==> src/rtl/itch_pkg.sv <==
// rtl/itch_pkg.sv - shared framer states, ITCH message-type codes and expected-length lookup
package itch_pkg;

   typedef enum logic [1:0] {
      LEN_HI,
      LEN_LO,
      PAYLOAD,
      DROP
   } framer_state_t;

   localparam logic [7:0] TYPE_S = 8'h53;
   localparam logic [7:0] TYPE_R = 8'h52;
   localparam logic [7:0] TYPE_H = 8'h48;
   localparam logic [7:0] TYPE_A = 8'h41;
   localparam logic [7:0] TYPE_F = 8'h46;
   localparam logic [7:0] TYPE_E = 8'h45;
   localparam logic [7:0] TYPE_C = 8'h43;
   localparam logic [7:0] TYPE_X = 8'h58;
   localparam logic [7:0] TYPE_D = 8'h44;
   localparam logic [7:0] TYPE_U = 8'h55;
   localparam logic [7:0] TYPE_P = 8'h50;
   localparam logic [7:0] TYPE_Q = 8'h51;
   localparam logic [7:0] TYPE_B = 8'h42;

   // Zero means the type is not one we know a fixed length for.
   function automatic logic [15:0] expected_len(input logic [7:0] msg_type);
      case (msg_type)
         TYPE_S:  expected_len = 16'd12;
         TYPE_R:  expected_len = 16'd39;
         TYPE_H:  expected_len = 16'd25;
         TYPE_A:  expected_len = 16'd36;
         TYPE_F:  expected_len = 16'd40;
         TYPE_E:  expected_len = 16'd31;
         TYPE_C:  expected_len = 16'd36;
         TYPE_X:  expected_len = 16'd23;
         TYPE_D:  expected_len = 16'd19;
         TYPE_U:  expected_len = 16'd35;
         TYPE_P:  expected_len = 16'd44;
         TYPE_Q:  expected_len = 16'd40;
         TYPE_B:  expected_len = 16'd19;
         default: expected_len = 16'd0;
      endcase
   endfunction

endpackage

==> src/rtl/itch_len_lut.sv <==
// rtl/itch_len_lut.sv - combinational message type to expected payload length, with known flag
module itch_len_lut
   import itch_pkg::*;
(
   input  logic [7:0]  msg_type,
   output logic [15:0] exp_len,
   output logic        known
);

   always_comb begin
      exp_len = expected_len(msg_type);
      known   = (exp_len != 16'd0);
   end

endmodule

==> src/rtl/itch_framer.sv <==
// rtl/itch_framer.sv - length-prefixed byte stream to start/end framed payload beats with drop stats
// Type/length consistency check is built only when ITCH_TYPE_CHECK_EN is defined.
module itch_framer
   import itch_pkg::*;
#(
   parameter int unsigned MAX_LEN = 64
) (
   input  logic        clk,
   input  logic        rst,
   input  logic [7:0]  in_data,
   input  logic        in_valid,
   output logic [7:0]  message,
   output logic        valid,
   output logic        start_msg,
   output logic        end_msg,
   output logic        frame_active,
   output logic        err_len,
   output logic        err_type,
   output logic [31:0] msg_count,
   output logic [15:0] drop_count
);

   framer_state_t state;
   logic [7:0]    len_hi;
   logic [15:0]   remaining;
   logic          first;
   logic [15:0]   len_full;

   assign len_full = {len_hi, in_data};

`ifdef ITCH_TYPE_CHECK_EN
   logic [15:0] lut_len;
   logic        lut_known;

   itch_len_lut u_len_lut (
      .msg_type (in_data),
      .exp_len  (lut_len),
      .known    (lut_known)
   );
`endif

   always_ff @(posedge clk) begin
      if (rst) begin
         state        <= LEN_HI;
         len_hi       <= 8'd0;
         remaining    <= 16'd0;
         first        <= 1'b0;
         message      <= 8'd0;
         valid        <= 1'b0;
         start_msg    <= 1'b0;
         end_msg      <= 1'b0;
         frame_active <= 1'b0;
         err_len      <= 1'b0;
         err_type     <= 1'b0;
         msg_count    <= 32'd0;
         drop_count   <= 16'd0;
      end else begin
         valid     <= 1'b0;
         start_msg <= 1'b0;
         end_msg   <= 1'b0;
         err_len   <= 1'b0;
         err_type  <= 1'b0;
         if (in_valid) begin
            case (state)
               LEN_HI: begin
                  len_hi <= in_data;
                  state  <= LEN_LO;
               end
               LEN_LO: begin
                  // A zero length is a heartbeat: nothing is forwarded or counted.
                  if (len_full == 16'd0) begin
                     state <= LEN_HI;
                  end else if (32'(len_full) > MAX_LEN) begin
                     state        <= DROP;
                     remaining    <= len_full;
                     frame_active <= 1'b1;
                     err_len      <= 1'b1;
                     if (drop_count != 16'hFFFF)
                        drop_count <= drop_count + 16'd1;
                  end else begin
                     state        <= PAYLOAD;
                     remaining    <= len_full;
                     first        <= 1'b1;
                     frame_active <= 1'b1;
                  end
               end
               PAYLOAD: begin
                  message   <= in_data;
                  valid     <= 1'b1;
                  start_msg <= first;
                  first     <= 1'b0;
`ifdef ITCH_TYPE_CHECK_EN
                  // On the first byte remaining still holds the full frame length.
                  if (first && lut_known && (lut_len != remaining))
                     err_type <= 1'b1;
`endif
                  if (remaining == 16'd1) begin
                     end_msg      <= 1'b1;
                     msg_count    <= msg_count + 32'd1;
                     state        <= LEN_HI;
                     frame_active <= 1'b0;
                  end else begin
                     remaining <= remaining - 16'd1;
                  end
               end
               DROP: begin
                  if (remaining == 16'd1) begin
                     state        <= LEN_HI;
                     frame_active <= 1'b0;
                  end else begin
                     remaining <= remaining - 16'd1;
                  end
               end
               default: begin
                  state        <= LEN_HI;
                  frame_active <= 1'b0;
               end
            endcase
         end
      end
   end

endmodule
==> config.mk <==
export PLATFORM = sky130hd
export DESIGN_NAME = itch_framer
export DESIGN_NICKNAME = d
export VERILOG_FILES = /design/src/rtl/itch_pkg.sv /design/src/rtl/itch_len_lut.sv /design/src/rtl/itch_framer.sv
export SDC_FILE = /design/constraint.sdc
export NUM_CORES = 1
export LEC_CHECK = 0
export BUFFER_PORTS_ARGS = -buffer_cell sky130_fd_sc_hd__clkbuf_2
export CAP_MARGIN = 20
export CORE_ASPECT_RATIO = 1.4
export CORE_MARGIN = 5
export CORE_UTILIZATION = 50
export CTS_BUF_LIST = sky130_fd_sc_hd__clkbuf_8 sky130_fd_sc_hd__clkbuf_16
export DETAILED_ROUTE_END_ITERATION = 10
export PLACE_DENSITY_LB_ADDON = 0.3
export SLEW_MARGIN = 40
export SYNTH_ARGS = -nofsm -noshare
export SYNTH_HDL_FRONTEND = slang
export SYNTH_SLANG_ARGS = --single-unit
==> constraint.sdc <==
create_clock -name clk -period 2.2 [get_ports clk]
set_clock_uncertainty 0.05 [all_clocks]
set_input_delay 0.11 -clock clk [delete_from_list [all_inputs] [get_ports clk]]
set_output_delay 0.11 -clock clk [all_outputs]
set_load 0.01 [all_outputs]
==> metrics.md, run 1 <==
| Metric | Value |
|---|---|
| Synth cell types | `57` |
| YS warnings | `0` |
| Slew Viols, Final | `0` |
| Worst Path Buf+Inv | `1` |
| CP max stage cell | `or4b_4` |
| Largest stage delay, worst path | `roughly 0.49 ns` |
| Post-DP Area | `4970 sq um` |
| Final WL | `about 12000 um` |
| Syn Nets | `about 550` |
| Post-Syn Instances | `between 500 and 600` |
| CTS sink count | `approximately 90` |
| Clk Latency, worst-skew pair | `0.34 ns` |
| Layout cells sized above 1 | `21.6%` |
| HP Class | `in -> reg` |
| R2R setup slack | `0.06 ns` |
| EDFF count, synth | `0` |
| Largest net degree at the start of global routing | `29` |
| Avg Inst Size Synth | `8.20 sq um` |
| Finished Layout Cells | `726` |
| Via count | `4520` |
| Chip height | `121 um` |
| Die X | `~90 um` |
| Antenna Nets Post-Route | `0` |
| Leading post-synthesis cells by cell area | `dfxtp_1 (40%), a21oi_1 (7.8%), or4_1 (5.7%), o31ai_1 (5.5%), nand2_1 (4.6%)` |
| Number of diodes | `0` |
| Clock Tree Root | `clkbuf_16` |
| Smallest hold slack | `0.0197 ns` |
| Minimum clock period | `2.14 ns` |
| Setup Viol. Count Final | `0` |
| Worst slack, placed | `0.000730 ns` |
| CTS tree | `built` |
| Yosys top cell area share | `40.3%` |
| GPL Wtd Cong | `0.943` |
| Max_cap viols | `0` |
| CTS buffer count | `9` |
| Top cells by count, synth | `dfxtp_1 (88), a21oi_1 (68), nand2_1 (53)` |
| Sequential area share after synthesis | `~40%` |
| Post-placement cell count | `708` |
| Initial antenna violation count | `0` |
| Post-route cell area | `5320 sq um` |
| Crit end category | `register` |
| First-pass GRT wire length | `19800 um` |
| CP arrival | `2.29 ns` |
| Core area | `8560 sq um` |
| Crit path launch | `remaining[1]` |
| CTS clk-pin slew, worst paths | `0.06 ns` |
| Starting Density | `51.1%` |
| Via density | `6.23` |
| FP Rows | `40` |
| Leak | `2.00 nW` |
| Slew @ Worst Pin | `0.652 ns` |
| Port bufs | `71` |
| Final Hold Vio Count | `0` |
| Setup ws final | `0.0618 ns` |
| Dominant synthesized flop cell | `dfxtp_1` |
| Reg-to-reg endpoint | `remaining[10]` |
| Mapped Area | `4370 sq um` |
| Stages on worst setup path | `7` |
| Post-layout util | `62.2%` |
| CP required | `2.35 ns` |
| Worst vdd ir | `560 uV` |
| Gr usage total | `22.9%` |
| DR pass1 iterations | `9` |
| HPWL after DPL | `8650 um` |
| Max_slew headroom | `between 50 and 60%` |
| Synth area leader | `dfxtp_1` |
| Die area | `between 10000 and 15000 sq um` |
| Congestion Overflow GR | `0` |
| R2R cell count | `7` |
| CP endpoint | `remaining[10]` |
| Layout area overhead | `21.7%` |
| FFs w/ async S/R, synth | `0%` |
| FMAX | `468 MHz` |
| Crit-path cells | `inv_2 -> ha_1 -> or4b_4 -> or3_4 -> o311a_1 -> a41oi_1 -> o21ai_1` |
| Cell Pwr Density | `722 nW/um^2` |
| Vias in the first global route | `between 4000 and 5000` |
| # IOs | `73` |
| Startpoint Class | `register` |
| Crit path kind | `reg -> reg` |
| Status | `finished clean` |
| DR DRC count | `0` |
| Clock buffer depth | `2` |
| Reg2reg start | `remaining[1]` |
| H-tree depth reported by CTS | `3` |
| DRT iter0 DRCs | `between 300 and 400` |
| Fill count | `around 800` |
| Max FO, Critical Path | `5` |
| Wire per inst | `16.7 um` |
| Final net count | `632` |
| Period utilisation layout | `97.2%` |
| Number of synthesized register bits | `between 80 and 90` |
| Most numerous cell in the Yosys netlist | `dfxtp_1` |
| Top delay family on crit path | `simple AND/OR/NAND/NOR gates` |
[layer usage]
layer | up-vias | global-route usage [%] | part of all wire (%)
met5 | - | 0 | 0
met4 | 0 | 11.1 | 3.4
met3 | 35 | 5.18 | 6.6
met2 | 169 | 37.2 | 49
met1 | 2120 | 28.1 | 41
li1 | 2196 | - | -
[worst register-to-register path, stage by stage (launching register included)]
cell and delay, ns:
dfxtp_2 0.34, inv_2 0.06, ha_1 0.16, or4b_4 0.50
or3_4 0.36, o311a_1 0.29, a41oi_1 0.15, o21ai_1 0.11
[area by class of cell]
class	instances	area, sq um	area share (%)
clock buffer	10	239	4.49
clock inverter	5	50.0	0.941
inverter	15	56.3	1.06
multi-input combinational	394	2430	45.7
sequential	88	1770	33.2
tap	105	131	2.47
timing repair buffer	109	647	12.2
[report_power, final]
| group | total [W] | internal [W] | switching (W) | leakage [nW] |
|---|---|---|---|---|
| logic | 0.000641 | 0.000272 | 0.000369 | 1.14 |
| registers | 0.00170 | 0.00165 | 0.0000548 | 0.713 |
| clock network | 0.00150 | 0.000894 | 0.000606 | 0.147 |
[sequential cells by signal, summed over array words and instances, names as in the netlist]
register and count:
drop_count 16, end_msg 1, err_len 1, first 1, frame_active 1, len_hi 8, message 8, msg_count 32
remaining 16, start_msg 1, state 2, valid 1
[placed cells by master, fill, tap and decap left out, types with 5 or more instances in the layout]
cell / n
dfxtp_1: 85
clkbuf_2: 71
a21oi_1: 68
nand2_1: 53
buf_4: 36
nor2_1: 34
or4_1: 33
o31ai_1: 32
nand3_1: 21
inv_1: 15
nand4_1: 14
or3_1: 13
o21ai_1: 12
mux2i_1: 11
o21ai_0: 10
and3_1: 9
clkbuf_16: 9
nor4_1: 7
o32ai_1: 6
and4_1: 5
[worst min path at each step]
| stage | startpoint | endpoint | depth (start not counted) |
|---|---|---|---|
| finish | in_data[0] | message[0] | 3 |
| CTS | in_data[0] | message[0] | 3 |
| floorplan | in_data[0] | message[0] | 2 |
| global placement | in_data[5] | message[5] | 3 |
| global route | in_data[3] | message[3] | 3 |
| detailed placement | in_data[1] | message[1] | 3 |
[per-stage QoR]
stage	total power [W]	setup TNS, ns
after floorplan	0.00211	0
after global placement	0.00232	0
after detailed placement	0.00233	0
after CTS	0.00384	0
after global routing	0.00401	-0.0593
final	0.00384	0
[logic make-up (layout without fill, tap and decap cells)]
kind of cell | count (synthesis) | after routing | share of synthesized area [%]
xor gates and xnor gates | 3 | 3 | 0.601
DFF | 88 | 88 | 40.3
and+or+nand+nor | 212 | 212 | 27.1
other | 1 | 1 | 0.0858
muxes | 11 | 11 | 2.52
adders and majority gates | 4 | 4 | 1.14
AOI/OAI and AO/OA | 163 | 163 | 23.5
buffers and inverters | 51 | 139 | 4.75
[what timing repair did]
action,in CTS,in global routing
pin swaps,0,3
setup endpoints to repair,1,25
hold buffers,1,0
buffers inserted,0,2
gates resized for setup,1,9
endpoints found under the hold margin,1,0
No activity file was read; power rests on OpenSTA's default activity.
==> inputs of run 2 (changes only) <==
- SETUP_SLACK_MARGIN: not set -> 0.3
- SLEW_MARGIN: 40 -> 20
==> run 2 against run 1 <==
Effect of this change:
- sequential cell count stayed put
- clock power grew 11%
- design area grew 11%
- final cell count is 2.3% higher
- die area did not move
- core utilization is 7.0 points higher
- non-clock buffer count is 16 higher
- critical path depth unchanged
- routed wire length up 15%
- largest cell class unchanged
- highest routed layer unchanged
==> metrics.md, run 2 (synthesis gave the netlist of run 1 again) <==
| Metric | Value |
|---|---|
| CTS clk-pin slew, worst paths | `0.06 ns (about the same)` |
| Post-layout util | `69.2% (was 62.2%)` |
| DR DRC count | `0 (unchanged)` |
| Largest net degree at the start of global routing | `41 (was 29)` |
| Post-Route M1 WL | `5370 um (was 4960 um)` |
| FP Rows | `40 (unchanged)` |
| Slew Viols, Final | `0 (unchanged)` |
| CP required | `2.37 ns (was 2.35 ns)` |
| Top reg by flops | `msg_count (unchanged)` |
| Layout cells sized above 1 | `34.5% (was 21.6%)` |
| Final WL | `13900 um (was 12100 um)` |
| Starting Density | `51.1% (unchanged)` |
| GPL Wtd Cong | `0.943 (about the same)` |
| Via density | `6.48 (was 6.23)` |
| Gr usage total | `24.5% (was 22.9%)` |
| Final net count | `648 (was 632)` |
| Minimum clock period | `2.11 ns (was 2.14 ns)` |
| Via count | `4817 (was 4520)` |
| Layout area overhead | `35.4% (was 21.7%)` |
| # IOs | `73 (unchanged)` |
| CTS sink count | `88 (unchanged)` |
| Die X | `89.0 um (unchanged)` |
| Fill count | `674 (was 795)` |
| Setup Viol. Count Final | `0 (unchanged)` |
| Crit end category | `register (unchanged)` |
| Clock Tree Root | `clkbuf_16 (unchanged)` |
| DR WL met2 | `6990 um (was 5930 um)` |
| Most frequent cells in the layout | `dfxtp_1 (71), clkbuf_2 (71), a21oi_1 (57) (was dfxtp_1 (85), clkbuf_2 (71), a21oi_1 (68))` |
| Initial antenna violation count | `0 (unchanged)` |
| Routed met3 length | `953 um (was 804 um)` |
| Vias in the first global route | `4344 (was 4206)` |
| CP arrival | `2.28 ns (was 2.29 ns)` |
| Max FO, Critical Path | `5 (unchanged)` |
| Clk Latency, worst-skew pair | `0.33 ns (was 0.34 ns)` |
| Reg2reg start | `remaining[0] (was remaining[1])` |
| HPWL after DPL | `8790 um (was 8650 um)` |
| Crit path kind | `reg -> reg (unchanged)` |
| First-pass GRT wire length | `21200 um (was 19800 um)` |
| Status | `finished clean (unchanged)` |
| DRT iter0 DRCs | `299 (was 307)` |
| DR pass1 iterations | `5 (was 9)` |
| Top Layer Used | `met4 (unchanged)` |
| CTS tree | `built (unchanged)` |
| Setup TNS | `0 ns (unchanged)` |
| HP Class | `in -> reg (unchanged)` |
| Core area | `8560 sq um (unchanged)` |
| CTS buffer count | `9 (unchanged)` |
| Period utilisation layout | `95.8% (was 97.2%)` |
| Pwr Total | `0.00420 W (was 0.00384 W)` |
| Final Hold Vio Count | `0 (unchanged)` |
| Number of diodes | `0 (unchanged)` |
| Max_cap viols | `0 (unchanged)` |
| Cell Pwr Density | `710 nW/um^2 (was 722 nW/um^2)` |
| Port bufs | `71 (unchanged)` |
| Clock buffer depth | `2 (unchanged)` |
| Min-delay src | `in_data[0] (unchanged)` |
| Die area | `10700 sq um (unchanged)` |
| Leak | `2.21 nW (was 2.00 nW)` |
| Regs by FF count | `msg_count (32), drop_count (16), remaining (16) (unchanged)` |
| Antenna Nets Post-Route | `0 (unchanged)` |
| Congestion Overflow GR | `0 (unchanged)` |
| Chip height | `121 um (unchanged)` |
| Max reg flops | `32 (unchanged)` |
| FMAX | `474 MHz (was 468 MHz)` |
| Worst vdd ir | `519 uV (was 560 uV)` |
| Wire per inst | `18.7 um (was 16.7 um)` |
| H-tree depth reported by CTS | `3 (unchanged)` |
| RSZ-0062 raised after global routing | `true` |
| Startpoint Class | `register (unchanged)` |
| Crit path launch | `remaining[0] (was remaining[1])` |
-- run 2: cell types whose count changed in the layout (fill, tap and decap cells not counted), moves of 7 or more --
cell,change
a21oi_1,-11
a21oi_2,+10
dfxtp_1,-14
dfxtp_4,+9
o31ai_1,-7
-- run 2: layout make-up --
cell class,count,area (sq um),share of cell area [%]
multi-input combinational,394,2730,46.2
sequential,88,1810,30.5
timing repair buffer,125,866,14.6
clock buffer,11,253,4.27
tap,105,131,2.22
clock inverter,5,72.6,1.23
inverter,15,58.8,0.993
-- run 2: worst max-delay path: stages (launching register included) --
cell and delay, ns:
dfxtp_4 0.35, inv_4 0.06, ha_4 0.12, or4b_4 0.51
or3_4 0.37, o311a_1 0.31, a41oi_2 0.14, o21ai_1 0.08
-- run 2: final timing paths --
kind	slack (ns)	cells after the start	end
setup / recovery	0.09	7	remaining[10]
hold / removal	0.02	3	message[0]
setup reg to reg	0.09	7	remaining[10]
hold reg to reg	0.41	2	first
-- run 2: what timing repair did --
action / 4_1_cts / 5_1_grt
gates cloned: 4 / 1
gates resized for setup: 35 / 54
hold buffers: 1 / 0
pin swaps: 23 / 6
setup endpoints to repair: 46 / 48
setup buffers: 14 / 4
endpoints found under the hold margin: 1 / 0
-- run 2: layer usage --
layer / up-vias / global-route usage (%)
met3: 49 / 4.09
met4: 0 / 13.0
li1: 2235 / -
met5: - / 0
met2: 206 / 40.3
met1: 2327 / 30.1
-- run 2: stage by stage --
step	setup WS [ns]	hold WS, ns	area, sq um	instances
floorplan	0.144	0.196	4490	533
global placement	0.135	0.289	5030	703
detailed placement	0.0850	0.296	5030	703
CTS	0.113	0.00484	5650	738
global route	0.0692	0.0239	5920	743
finish	0.0916	0.0228	5920	743
-- run 2: power breakdown --
part	switching (W)	internal, W
Clock	0.000612	0.00105
Sequential	0.0000630	0.00164
Combinational	0.000454	0.000383
